--- src/rtl/crc_lfsr.sv ---
// Serial CRC LFSR: data step, plain right shift for CRC readout, seed load.
module crc_lfsr #(
    parameter int                 WIDTH = 8,
    parameter logic [WIDTH-1:0]   SEED  = 8'hD8,
    parameter logic [WIDTH-1:0]   TAPS  = 8'h44
) (
    input  logic clk,
    input  logic rst_n,
    input  logic en,
    input  logic shift_only,
    input  logic load_seed,
    input  logic din,
    output logic lsb
);

    logic [WIDTH-1:0] lfsr_q;
    logic [WIDTH-1:0] base;
    logic [WIDTH-1:0] lfsr_d;
    logic             fb;

    // A step combined with load_seed starts from SEED, so a frame can begin
    // in the same cycle the register is being re-seeded.
    always_comb begin
        base   = load_seed ? SEED : lfsr_q;
        fb     = din ^ base[0];
        lfsr_d = lfsr_q;
        if (en && shift_only) begin
            lfsr_d = {1'b0, base[WIDTH-1:1]};
        end else if (en) begin
            lfsr_d = {fb, base[WIDTH-1:1]}
                   ^ ({1'b0, TAPS[WIDTH-2:0]} & {WIDTH{fb}});
        end else if (load_seed) begin
            lfsr_d = SEED;
        end
    end

    always_ff @(posedge clk or negedge rst_n) begin
        if (!rst_n) begin
            lfsr_q <= SEED;
        end else begin
            lfsr_q <= lfsr_d;
        end
    end

    assign lsb = lfsr_q[0];

endmodule

--- config.mk ---
export PLATFORM = sky130hd
export DESIGN_NAME = crc_lfsr
export DESIGN_NICKNAME = d
export VERILOG_FILES = /design/src/rtl/crc_lfsr.sv
export SDC_FILE = /design/constraint.sdc
export NUM_CORES = 1
export LEC_CHECK = 0
export CORE_AREA = 2 2 39 41
export CTS_BUF_LIST = sky130_fd_sc_hd__clkbuf_8
export DETAILED_ROUTE_END_ITERATION = 7
export DIE_AREA = 0 0 41 43
export PLACE_DENSITY_LB_ADDON = 0.15
export SYNTH_ARGS = -nofsm -noshare
export SYNTH_HDL_FRONTEND = slang
export SYNTH_SLANG_ARGS = --single-unit
export TNS_END_PERCENT = 5
--- constraint.sdc ---
create_clock -name clk -period 3.05 [get_ports clk]
set_input_delay 0.305 -clock clk [delete_from_list [all_inputs] [get_ports clk]]
set_output_delay 0.305 -clock clk [all_outputs]
set_load 0.01 [all_outputs]
==> metrics.txt <==
Yosys reg bits=8; dpl ws=1.060 ns; clk sink count=8; P_leak=0.0001951 µW; drt pass-1 iters=4; Largest regs=lfsr_q: 8 flops; post-route clock period utilization=0.5737; CTS Buffer Depth=2; total gr overflow=0; pin count of the biggest net entering global routing=17; via count=290; layout cells sized above 1=0.1818; Worst setup SP type=input pin; RR Endpoint=lfsr_q[2]$_DFF_PN0_; post-synthesis cell count=36; RePlAce Congestion=0.6693; drt initial violations=1; share of the synthesized area in the top cell type=0.2791; min-delay worst type=in2async; Synth Warn #=0; nets=51; n_diodes=0; min Tclk post-route=1.750 ns; CP endpoint kind=flip-flop; Worst slew margin=0.6624; CTS Hold Bufs=0; CTS tree=built; Comb pwr share=0.106; Max FO, Critical Path=14; Pins Over Slew Limit=0; total routed wirelength=691 µm; dominant cells by area after synthesis=dfstp_2, dfrtp_1, mux2i_1, a21oi_1, o21ai_0; Netlist cell types=18; I/O Pins=7; vias in the first global route=290; WS Path Type=in2reg; Post-Synthesis Net Count=42; Flop pwr share=0.440; Core ar.=0.001384 mm²; worst reg-to-reg setup slack=1.65 ns; TritonCTS buffer count=3; Internal=220.7 µW; Resized cells post-CTS=0; dpl hpwl=516.6 µm; cell taking the most area after synthesis=dfstp_2; Post-CTS Setup Bufs=0; Via density=4.833; Initial Utilization=0.2722; Most flops, register=lfsr_q; Slew @ Worst Pin=0.5049 ns; synthesized area per cell=10.46 µm²; Final setup viols=0; # Max-Cap Violations=0; Worst-Skew Late Latency=0.23 ns; area delta synth->final=31.23%; Setup TNS Final=0 ns; Core Util, Final=0.3571; clk_skew=0.003949 ns; max FFs per register=8; max frequency=0.5715 GHz; Clock Power Share=0.454; area post-placement=449.2 µm²; post-synthesis sequential area ratio=0.5449; die area=0.001763 mm²; Die W=41 µm; PD cells=567.4 mW/mm²; maximum vdd drop=187.2 µV; Reg-to-Reg Start=lfsr_q[0]$_DFF_PN0_; status=finished, final reports clean; synthesized area=376.6 µm²; I/O Buffers=6; H-tree Lvls=1; final instance area=494.2 µm²; post-route ant nets=0; DRC=0; Reg clk slew, reported paths=0.04 ns; Critical Path RT=3.21 ns; Net Switching=59.75 µW; row count=14; initial antenna violation count=0; wire length per cell=11.52 µm; overall routing resource usage=0.1116; first-pass GRT wire length=1255 µm; RSZ-0062 raised after global routing=false; final worst setup slack=1.300 ns; Die Span Y=43 µm; Root Buffer=clkbuf_8; crit path DAT=1.91 ns; final count of hold timing violations=0; Sw Share=0.2131; cells on worst reg2reg path=4
==> critical path, cell delays in order <==
cell	delay, ns
clkdlybuf4s50_1	0.74
nor2b_2	0.08
mux2i_1	0.20
or4b_1	0.49
nand3_1	0.09
==> routing by layer <==
| metal | track usage | share of wire |
|---|---|---|
| met5 | 0 | 0 |
| met4 | 0.08000 | 0.014 |
| met3 | 0.04712 | 0.049 |
| met2 | 0.1469 | 0.51 |
| met1 | 0.1395 | 0.42 |
==> cell usage in the layout, fill, tap and decap left out <==
master / n
clkdlybuf4s50_1: 6
nor2_1: 4
dfrtp_1: 4
dfstp_2: 4
mux2i_1: 3
o21ai_0: 3
a21oi_1: 3
clkbuf_8: 3
nor2b_1: 2
nor3_1: 2
nor2b_2: 1
nor3b_1: 1
o32ai_1: 1
nand2b_1: 1
a211o_1: 1
o211ai_1: 1
or4b_1: 1
nand2_1: 1
nand3_1: 1
inv_1: 1
==> cells by family (layout without fill, tap and decap cells) <==
| family | Yosys count | count (layout) | synth area share |
|---|---|---|---|
| AOI/OAI and AO/OA | 9 | 9 | 0.1462 |
| buffers and inverters | 2 | 10 | 0.01994 |
| DFF | 8 | 8 | 0.5449 |
| muxes | 3 | 3 | 0.07974 |
| and+or+nand+nor | 14 | 14 | 0.2093 |
==> per-stage QoR <==
stage / hold slack [ns] / total power [µW] / cells
finish: 0.3582 / 280.4 / 60
global route: 0.3900 / 296.9 / 60
CTS: 0.3718 / 284.9 / 60
detailed placement: 0.4859 / 155.0 / 56
global placement: 0.4797 / 153.1 / 56
floorplan: 0.009409 / 140.2 / 36
==> final cells by class <==
type | count | area, µm²
timing repair buffer | 6 | 60.06
clock inverter | 1 | 3.754
tap | 16 | 20.02
multi-input combinational | 26 | 163.9
sequential | 8 | 205.2
clock buffer | 3 | 41.29
fill | 141 | 889.6
==> worst max path at each step <==
stage / end / slack, ns / startpoint
3_3_place_gp: lfsr_q[2]$_DFF_PN0_ / 1.10 / load_seed
4_1_cts: lfsr_q[2]$_DFF_PN0_ / 1.30 / load_seed
2_1_floorplan: lfsr_q[2]$_DFF_PN0_ / 1.71 / lfsr_q[0]$_DFF_PN0_
3_5_place_dp: lfsr_q[2]$_DFF_PN0_ / 1.06 / load_seed
6_report: lfsr_q[2]$_DFF_PN0_ / 1.30 / load_seed
5_1_grt: lfsr_q[6]$_DFF_PN1_ / 1.11 / load_seed
==> power groups by stage <==
stage	Combinational (µW)	Sequential, µW	Clock [µW]
final	29.7	123	127
after global routing	34.3	125	138
after CTS	30.3	123	131
after detailed placement	30.2	125	0
after global placement	28.8	124	0
after floorplan	16.6	124	0
==> Yosys cell counts <==
cell type and number:
a211o_1 1, a21oi_1 3, clkbuf_1 2, dfrtp_1 4, dfstp_2 4, mux2i_1 3, nand2_1 1, nand2b_1 1
nand3_1 1, nor2_1 4, nor2b_1 2, nor2b_2 1, nor3_1 2, nor3b_1 1, o211ai_1 1, o21ai_0 3
o32ai_1 1, or4b_1 1
Note: power is estimated with default switching activity, not from simulation.
